$ cat src/rtl/hfosc_power_sequencer.sv
// HFOSC power sequencer: powers up, settles, runs, drains
// and powers down the iCE40 high-frequency oscillator.
module hfosc_power_sequencer #(
  parameter int          SETTLE_CYCLES = 16,
  parameter int          DRAIN_CYCLES  = 4,
  parameter int          IDLE_TIMEOUT  = 0,
  parameter logic [31:0] TRIGGER_ADDR  = 32'h1000,
  parameter int          CNT_W         = 16
) (
  input  logic        clk,
  input  logic        reset_n,
  input  logic [31:0] rdsp,
  input  logic        activity,
  input  logic        sleep_req,
  input  logic        wake_req,
  output logic        clkhf_powerup,
  output logic        clkhf_enable,
  output logic        clk_ready,
  output logic [1:0]  state_o
);

  localparam logic [1:0] S_OFF    = 2'b00;
  localparam logic [1:0] S_SETTLE = 2'b01;
  localparam logic [1:0] S_RUN    = 2'b10;
  localparam logic [1:0] S_DRAIN  = 2'b11;

  localparam int IDLE_M1 =
    (IDLE_TIMEOUT == 0) ? 0 : IDLE_TIMEOUT - 1;

  localparam logic [CNT_W-1:0] SETTLE_LAST =
    CNT_W'(SETTLE_CYCLES - 1);
  localparam logic [CNT_W-1:0] DRAIN_LAST =
    CNT_W'(DRAIN_CYCLES - 1);
  localparam logic [CNT_W-1:0] IDLE_LAST =
    CNT_W'(IDLE_M1);
  localparam logic IDLE_EN = (IDLE_TIMEOUT != 0);

  logic [1:0]       state_q;
  logic [1:0]       state_d;
  logic [CNT_W-1:0] cnt_q;
  logic [CNT_W-1:0] cnt_d;
  logic             match_q;
  logic             match;
  logic             trig_pulse;
  logic             idle_hit;
  logic             sleep_cond;
  logic             pu_d;
  logic             en_d;
  logic             pu_q;
  logic             en_q;
  logic             rdy_q;

  assign match      = (rdsp == TRIGGER_ADDR);
  assign trig_pulse = match && !match_q;
  assign idle_hit   = IDLE_EN && (cnt_q == IDLE_LAST)
                      && !activity;
  assign sleep_cond = sleep_req || trig_pulse || idle_hit;

  // State, counter, trigger history and registered outputs
  always_ff @(posedge clk) begin
    if (!reset_n) begin
      state_q <= S_SETTLE;
      cnt_q   <= '0;
      match_q <= 1'b0;
      pu_q    <= 1'b1;
      en_q    <= 1'b0;
      rdy_q   <= 1'b0;
    end else begin
      state_q <= state_d;
      cnt_q   <= cnt_d;
      match_q <= match;
      pu_q    <= pu_d;
      en_q    <= en_d;
      rdy_q   <= en_d;
    end
  end

  // Next state and shared settle/drain/idle counter
  always_comb begin
    state_d = state_q;
    cnt_d   = cnt_q;
    unique case (state_q)
      S_OFF: begin
        if (wake_req) begin
          state_d = S_SETTLE;
          cnt_d   = '0;
        end
      end
      S_SETTLE: begin
        if (cnt_q == SETTLE_LAST) begin
          state_d = S_RUN;
          cnt_d   = '0;
        end else begin
          cnt_d = cnt_q + 1'b1;
        end
      end
      S_RUN: begin
        if (activity) begin
          cnt_d = '0;
        end else if (IDLE_EN && cnt_q != IDLE_LAST) begin
          cnt_d = cnt_q + 1'b1;
        end
        if (!wake_req && sleep_cond) begin
          state_d = S_DRAIN;
          cnt_d   = '0;
        end
      end
      S_DRAIN: begin
        if (wake_req) begin
          state_d = S_SETTLE;
          cnt_d   = '0;
        end else if (cnt_q == DRAIN_LAST) begin
          state_d = S_OFF;
          cnt_d   = '0;
        end else begin
          cnt_d = cnt_q + 1'b1;
        end
      end
      default: begin
        state_d = S_SETTLE;
        cnt_d   = '0;
      end
    endcase
  end

  // Output decode from the upcoming state
  always_comb begin
    pu_d = 1'b0;
    en_d = 1'b0;
    unique case (1'b1)
      (state_d == S_RUN): begin
        pu_d = 1'b1;
        en_d = 1'b1;
      end
      (state_d == S_SETTLE),
      (state_d == S_DRAIN): pu_d = 1'b1;
      default: pu_d = 1'b0;
    endcase
  end

  assign clkhf_powerup = pu_q;
  assign clkhf_enable  = en_q;
  assign clk_ready     = rdy_q;
  assign state_o       = state_q;

endmodule

$ cat config.mk
export PLATFORM = sky130hd
export DESIGN_NAME = hfosc_power_sequencer
export DESIGN_NICKNAME = d
export VERILOG_FILES = /design/src/rtl/hfosc_power_sequencer.sv
export SDC_FILE = /design/constraint.sdc
export NUM_CORES = 1
export LEC_CHECK = 0
export ABC_AREA = 0
export ABC_CLOCK_PERIOD_IN_PS = 2270
export CORE_ASPECT_RATIO = 1.75
export CORE_UTILIZATION = 35
export DETAILED_ROUTE_END_ITERATION = 6
export GPL_TIMING_DRIVEN = 1
export PLACE_DENSITY_LB_ADDON = 0.2
export SLEW_MARGIN = 10
export SYNTH_ARGS = -nofsm -noshare
export SYNTH_HDL_FRONTEND = slang
export SYNTH_SLANG_ARGS = --single-unit
$ cat constraint.sdc
create_clock -name clk -period 2.27 [get_ports clk]
set_input_delay 0.454 -clock clk [delete_from_list [all_inputs] [get_ports clk]]
set_output_delay 0.454 -clock clk [all_outputs]
set_load 0.03 [all_outputs]
==> impl_table.tex, run 1 <==
\begin{tabular}{lr}
\hline
Metric & Value \\
\hline
\multicolumn{2}{l}{\textbf{Pwr}} \\
Worst vdd ir & 0.273 mV \\
Internal power & 571 µW \\
Sequential cell fraction of total power & 0.521 \\
Power per Cell Area & 402 mW/mm² \\
Leakage power of the design & 0.000717 µW \\
Fraction of power spent switching nets & 0.215 \\
Logic pwr share & 0.144 \\
Clock share of power & 0.336 \\
Net switching component of the power & 156 µW \\
\multicolumn{2}{l}{\textbf{Yosys}} \\
Yosys cell types & 49 \\
Mean instance size in the synthesized netlist & 8.33 µm² \\
Post-synthesis register bit count & 21 \\
Asr flop ratio synth & 0 \\
Synth Flop Type & dfxtp\_1 \\
Portion of the post-synthesis area used by sequential elements & 0.341 \\
Mapped Area & 0.00123 mm² \\
Number of warnings printed during yosys synthesis & 0 \\
Post-synthesis instance total & 148 \\
Syn nets & 186 \\
Count of flip-flops with a built-in enable after synthesis & 0 \\
\multicolumn{2}{l}{\textbf{Timing}} \\
Worst hold margin & 0.477 ns \\
Highest clock rate & 483 MHz \\
Final-report hold violation count & 0 \\
Post-route clock period utilization & 0.912 \\
Headroom to the max-slew limit & 0.522 \\
Setup repair after global routing missed its margin & no \\
Number of setup violations in the final report & 0 \\
Worst-Margin Slew & 0.713 ns \\
Post-route clock skew & 0.00922 ns \\
Post-layout min period & 2.07 ns \\
Slew Limit Fails & 0 \\
\multicolumn{2}{l}{\textbf{Setup path}} \\
Capture instance of the worst register-to-register path & cnt\_q[15] \\
Reg-to-reg setup timing slack & 0.20 ns \\
CP endpoint kind & flip-flop \\
Required arrival time at the worst endpoint & 2.41 ns \\
Bufs and invs on worst path & 0 \\
CP max-delay cell & or4\_4 \\
Worst endpoint data arrival time & 2.21 ns \\
Highest cell delay on the worst timing path & 0.51 ns \\
Worst Reg2Reg Path Length in Cells & 5 \\
Critical path start-end classification & flip-flop to flip-flop \\
Cell class contributing the biggest share of worst-path delay & simple AND/OR/NAND/NOR gates \\
Largest fanout on the critical path & 7 \\
Worst r2r src & cnt\_q[6] \\
Category of the worst setup path launch point & flip-flop \\
Worst-path cell chain & nand2\_2, or3\_4, or4\_4, o211a\_1, a221o\_1 \\
\multicolumn{2}{l}{\textbf{Routing}} \\
Via density per instance & 5.58 \\
Detail-routed net length per standard cell & 14.3 µm \\
Detailed router's first-iteration violation count & 24 \\
Post-route antenna net violation count & 0 \\
Total routed wirelength & 3460 µm \\
Total iterations of the first detailed-routing run & 4 \\
DRC violations left & 0 \\
Total number of vias & 1357 \\
\multicolumn{2}{l}{\textbf{Floorplanning}} \\
Die area & 0.00377 mm² \\
\# rows & 28 \\
Number of primary I/O pins & 42 \\
Die Y-Extent & 80.5 µm \\
Die width & 46.9 µm \\
CORE AREA & 0.00336 mm² \\
Effective utilization at floorplan & 0.366 \\
\multicolumn{2}{l}{\textbf{Layout}} \\
Count of fill cells added during filler insertion & 344 \\
Final design instance area without fill & 0.00181 mm² \\
Fraction of the core area covered by cells at the end of the flow & 0.538 \\
Number of nets in the layout & 237 \\
Fraction of final layout cells sized beyond drive strength 1 & 0.146 \\
Area overhead of the layout relative to synthesis & 46.8\% \\
Most frequent standard cell in the layout excluding fill and tap cells & clkdlybuf4s50\_1 \\
Multi-input combinational cell area & 749 µm² \\
Most frequent cells in the layout & clkdlybuf4s50\_1, dfxtp\_1, buf\_4, nor4\_1, nor2\_1 \\
FF+latch area & 420 µm² \\
Count of antenna diodes in the layout & 0 \\
\multicolumn{2}{l}{\textbf{Worst hold path}} \\
Cells on Worst Hold Path & 2 \\
Worst hold path startpoint & cnt\_q[10] \\
Min-delay worst type & flip-flop to flip-flop \\
Worst Hold End & cnt\_q[10] \\
\multicolumn{2}{l}{\textbf{CTS}} \\
\# H-tree levels & 1 \\
Post-CTS repair timing setup buffer count & 0 \\
TritonCTS clock tree & built \\
Number of buffers on the longest clock path & 2 \\
Cell at the root of the clock tree & clkbuf\_8 \\
Clock transition at the registers of the reported paths & 0.08 ns \\
Later-pin clock latency in the skew report & 0.26 ns \\
CTS sink cnt & 21 \\
Hold Buf Count CTS & 0 \\
Number of buffers created by CTS & 3 \\
\multicolumn{2}{l}{\textbf{Global routing}} \\
Largest net degree at the start of global routing & 13 \\
Antenna violations before repair & 0 \\
Number of global-route vias before repair & 1384 \\
Global-route wire length before repair & 5880 µm \\
All-layer global routing usage & 0.209 \\
GRT Residual Overflow & 0 \\
\multicolumn{2}{l}{\textbf{Run status}} \\
Result of the run & finished clean \\
\multicolumn{2}{l}{\textbf{Place}} \\
Total half-perimeter wirelength after legalization and detailed placement & 2810 µm \\
Dpl cell area & 0.00175 mm² \\
Final weighted congestion in routability-driven placement & 0.824 \\
\# port buffers & 41 \\
\multicolumn{2}{l}{\textbf{Job}} \\
Max cap viols & 0 \\
\hline
\end{tabular}
==> cell type report <==
type | count | area share
multi-input combinational | 112 | 0.414
clock buffer | 4 | 0.0249
timing repair buffer | 55 | 0.285
inverter | 6 | 0.0124
tap | 45 | 0.0311
sequential | 21 | 0.232
==> worst max path at each step <==
stage	slack [ns]	depth (start not counted)	endpoint	startpoint
6_report	0.20	5	cnt_q[15]	cnt_q[6]
5_1_grt	0.07	6	cnt_q[6]	cnt_q[6]
4_1_cts	0.1	7	cnt_q[3]	rdsp[10]
3_5_place_dp	-0.45	6	cnt_q[3]	wake_req
3_3_place_gp	-0.36	7	cnt_q[3]	rdsp[12]
2_1_floorplan	0.19	6	cnt_q[7]	rdsp[10]
==> stage by stage <==
step                worst slack, ns  cells  power, µW  TNS (ns)
detailed placement           -0.448    239        491     -3.96
floorplan                     0.194    148        416         0
CTS                          0.0969    243        727         0
global placement             -0.363    239        488     -3.26
finish                        0.200    243        727         0
global route                 0.0734    243        753         0
==> cells by family (layout without fill, tap and decap cells) <==
logic type | after synthesis | after routing | synth area share
AO/OA/AOI/OAI | 35 | 35 | 0.236
multiplexers | 2 | 2 | 0.0173
buffers and inverters | 15 | 65 | 0.0589
AND/OR/NAND/NOR | 72 | 72 | 0.323
flip-flops | 21 | 21 | 0.341
XOR/XNOR | 2 | 2 | 0.0142
adder cells (fa/ha/maj) | 1 | 1 | 0.0102
==> Yosys cell counts, drive strengths merged (2+ instances only) <==
cell | number | share of area
nor2 | 10 | 0.030
nor3 | 11 | 0.045
o22ai | 2 | 0.010
clkbuf | 7 | 0.030
nand2 | 10 | 0.032
and3 | 9 | 0.048
o211a | 2 | 0.016
a211o | 4 | 0.028
buf | 2 | 0.010
a21oi | 2 | 0.0081
a22o | 4 | 0.028
nand3 | 8 | 0.032
dfxtp | 21 | 0.34
o21ai | 2 | 0.0081
o21bai | 2 | 0.012
nor4 | 11 | 0.056
inv | 6 | 0.018
o32ai | 2 | 0.014
nand4 | 3 | 0.015
a31oi | 2 | 0.010
a221o | 3 | 0.025
nand2b | 3 | 0.015
o32a | 2 | 0.016
==> power groups by stage <==
stage / logic [µW] / registers (µW) / clock network [µW]
2_1_floorplan: 30.0 / 386 / 0
3_3_place_gp: 101 / 387 / 0
3_5_place_dp: 104 / 387 / 0
4_1_cts: 105 / 378 / 244
5_1_grt: 114 / 379 / 260
6_report: 104 / 379 / 244
==> sequential cells by signal, summed over array words and instances, names as in the netlist <==
| register | flops |
|---|---|
| match_q | 1 |
| cnt_q | 16 |
| clkhf_powerup | 1 |
| state_o | 2 |
| clk_ready | 1 |
==> worst register-to-register path: stages, from the launching register on <==
cell	delay [ns]
dfxtp_1	0.45
nand2_2	0.11
or3_4	0.40
or4_4	0.51
o211a_1	0.23
a221o_1	0.26
==> per-layer routing <==
| layer | vias to the layer above | routed length [µm] | part of all wire | GRT usage |
|---|---|---|---|---|
| met2 | 48 | 1940 | 0.56 | 0.394 |
| met4 | 0 | 74 | 0.021 | 0.0743 |
| met3 | 8 | 148 | 0.043 | 0.0270 |
| met1 | 631 | 1300 | 0.38 | 0.219 |
| met5 | - | 0 | 0 | 0 |
| li1 | 670 | - | - | - |
==> timing repair <==
| action | in CTS | in global routing |
|---|---|---|
| hold endpoints to repair | 0 | 0 |
| setup endpoints to repair | 12 | 4 |
| resized for setup | 1 | 1 |
Note: power is estimated with default switching activity, not from simulation.
==> run 2: changes to the inputs <==
--- a/config.mk
+++ b/config.mk
@@ -6,9 +6,10 @@
 export NUM_CORES = 1
 export LEC_CHECK = 0
 export ABC_AREA = 0
-export ABC_CLOCK_PERIOD_IN_PS = 2270
+export ABC_CLOCK_PERIOD_IN_PS = 2050
 export CORE_ASPECT_RATIO = 1.75
 export CORE_UTILIZATION = 35
+export CTS_CLUSTER_DIAMETER = 80
 export DETAILED_ROUTE_END_ITERATION = 6
 export GPL_TIMING_DRIVEN = 1
 export PLACE_DENSITY_LB_ADDON = 0.2
==> constraint.sdc (replaced) <==
create_clock -name clk -period 2.05 [get_ports clk]
set_input_delay 0.41 -clock clk [delete_from_list [all_inputs] [get_ports clk]]
set_output_delay 0.41 -clock clk [all_outputs]
set_load 0.03 [all_outputs]
==> run 2 against run 1 <==
  * Fmax grew 4.2%
  * Non-clock buffer count grew 9
  * Die area is the same
  * Cell area grew 5.2%
  * Combinational power grew 14%
  * Critical path depth is the same
  * Clock-buffer cell count is the same
  * Worst setup slack lost 0.14 ns
  * Wire length grew 5.8%
  * Clock skew shrank 0.0029 ns
  * Clock power grew 10%
==> impl_table.tex, run 2 (same netlist as run 1, synthesis figures left out) <==
\begin{tabular}{lr}
\hline
Metric & Value \\
\hline
\multicolumn{2}{l}{\textbf{Layout}} \\
Area overhead of the layout relative to synthesis & 54.4\% \\
Fraction of final layout cells sized beyond drive strength 1 & 0.203 \\
Multi-input combinational cell area & 774 µm² \\
Number of flip-flops in the largest register & 16 \\
Most flops, register & cnt\_q \\
Most frequent cells in the layout & clkdlybuf4s50\_1, buf\_4, dfxtp\_1, nor2\_1 \\
Count of fill cells added during filler insertion & 333 \\
Count of antenna diodes in the layout & 0 \\
Number of nets in the layout & 246 \\
FF+latch area & 422 µm² \\
Most frequent standard cell in the layout excluding fill and tap cells & clkdlybuf4s50\_1 \\
\multicolumn{2}{l}{\textbf{Run status}} \\
Result of the run & finished clean \\
\multicolumn{2}{l}{\textbf{Setup path}} \\
Worst-path cell chain & nand2\_2, or3\_4, or4\_4, o211a\_1, a221o\_1 \\
Highest cell delay on the worst timing path & 0.50 ns \\
Critical path start-end classification & flip-flop to flip-flop \\
Reg-to-reg setup timing slack & 0.06 ns \\
Worst endpoint data arrival time & 2.13 ns \\
CP endpoint kind & flip-flop \\
Category of the worst setup path launch point & flip-flop \\
Largest fanout on the critical path & 6 \\
Required arrival time at the worst endpoint & 2.20 ns \\
CP max-delay cell & or4\_4 \\
\multicolumn{2}{l}{\textbf{Timing}} \\
Worst-Margin Slew & 0.495 ns \\
Highest clock rate & 504 MHz \\
Slew Limit Fails & 0 \\
Number of setup violations in the final report & 0 \\
Headroom to the max-slew limit & 0.669 \\
Accumulated negative setup slack & 0 ns \\
Post-route clock skew & 0.00629 ns \\
Final-report hold violation count & 0 \\
Min setup slack post-route & 0.0644 ns \\
Worst hold margin & 0.503 ns \\
Post-route clock period utilization & 0.969 \\
Post-layout min period & 1.99 ns \\
\multicolumn{2}{l}{\textbf{Floorplanning}} \\
CORE AREA & 0.00336 mm² \\
Die area & 0.00377 mm² \\
Number of primary I/O pins & 42 \\
Effective utilization at floorplan & 0.366 \\
\# rows & 28 \\
Die width & 46.9 µm \\
Die Y-Extent & 80.5 µm \\
\multicolumn{2}{l}{\textbf{Global routing}} \\
All-layer global routing usage & 0.208 \\
Largest net degree at the start of global routing & 13 \\
Global-route wire length before repair & 5840 µm \\
Number of global-route vias before repair & 1408 \\
Antenna violations before repair & 0 \\
GRT Residual Overflow & 0 \\
\multicolumn{2}{l}{\textbf{Pwr}} \\
Power per Cell Area & 424 mW/mm² \\
Leakage power of the design & 0.000759 µW \\
Worst vdd ir & 0.360 mV \\
\multicolumn{2}{l}{\textbf{Routing}} \\
DRC violations left & 0 \\
Total number of vias & 1399 \\
Detailed router's first-iteration violation count & 23 \\
Via density per instance & 5.55 \\
Total routed wirelength & 3670 µm \\
Detail-routed net length per standard cell & 14.5 µm \\
Total iterations of the first detailed-routing run & 4 \\
Post-route antenna net violation count & 0 \\
\multicolumn{2}{l}{\textbf{Place}} \\
Worst slack at placement & -0.598 ns \\
Final weighted congestion in routability-driven placement & 0.889 \\
\# port buffers & 41 \\
Total half-perimeter wirelength after legalization and detailed placement & 2990 µm \\
\multicolumn{2}{l}{\textbf{Worst hold path}} \\
Min-delay worst type & flip-flop to flip-flop \\
\multicolumn{2}{l}{\textbf{CTS}} \\
\# H-tree levels & 1 \\
Clock transition at the registers of the reported paths & 0.08 ns \\
TritonCTS clock tree & built \\
Hold Buf Count CTS & 0 \\
Number of buffers created by CTS & 3 \\
Later-pin clock latency in the skew report & 0.26 ns \\
Cell at the root of the clock tree & clkbuf\_8 \\
CTS sink cnt & 21 \\
Number of buffers on the longest clock path & 2 \\
\multicolumn{2}{l}{\textbf{Job}} \\
Max cap viols & 0 \\
\hline
\end{tabular}
## run 2: layer usage
layer / GRT usage / vias up / routed length, µm
met3: 0.0315 / 9 / 193
met4: 0.0771 / 0 / 72
met1: 0.207 / 645 / 1310
li1: - / 686 / -
met2: 0.397 / 59 / 2090
met5: 0 / - / 0
## run 2: metrics by stage
| step | power, µW | std cells | area, µm² | util |
|---|---|---|---|---|
| after floorplan | 460 | 148 | 1230 | - |
| after global placement | 541 | 248 | 1820 | 0.542 |
| after detailed placement | 544 | 248 | 1820 | 0.542 |
| after CTS | 812 | 252 | 1880 | 0.558 |
| after global routing | 843 | 252 | 1900 | 0.566 |
| final | 808 | 252 | 1900 | 0.566 |
## run 2: what timing repair did
item                       CTS  global route
gates resized for setup      2             6
pin swaps                    0             6
setup buffers                0             0
setup endpoints to repair   12             7
## run 2: path summary, 6_finish.rpt
path,start,end,depth (start not counted)
worst max-delay path,cnt_q[7],cnt_q[15],5
worst min-delay path,cnt_q[10],cnt_q[10],2
worst max register to register,cnt_q[7],cnt_q[15],5
worst min register to register,cnt_q[10],cnt_q[10],2
## run 2: layout make-up
class / instances / share of cell area
multi-input cells: 112 / 0.407
well taps: 45 / 0.0296
inverters: 6 / 0.0118
flip-flops and latches: 21 / 0.222
clock buffers: 4 / 0.0237
repair buffers: 64 / 0.306
## run 2: critical path: cells and delay by family, from the launching register on
| family | cells | cell delay (ns) |
|---|---|---|
| compound gates | 2 | 0.50 |
| flops | 1 | 0.42 |
| simple gates | 3 | 0.95 |
## run 2: power by group
group	internal (µW)	switching [µW]	total [µW]
sequential	413	6.73	419
combinational	82.0	36.9	119
clock	138	131	269
total	633	175	808
==> run 3: changes to the inputs <==
--- a/config.mk
+++ b/config.mk
@@ -5,7 +5,6 @@
 export SDC_FILE = /design/constraint.sdc
 export NUM_CORES = 1
 export LEC_CHECK = 0
-export ABC_AREA = 0
 export ABC_CLOCK_PERIOD_IN_PS = 2050
 export CORE_ASPECT_RATIO = 1.75
 export CORE_UTILIZATION = 35
==> results of run 3 <==
No change in the layout: final DEF, timing and power equal those of run 2.
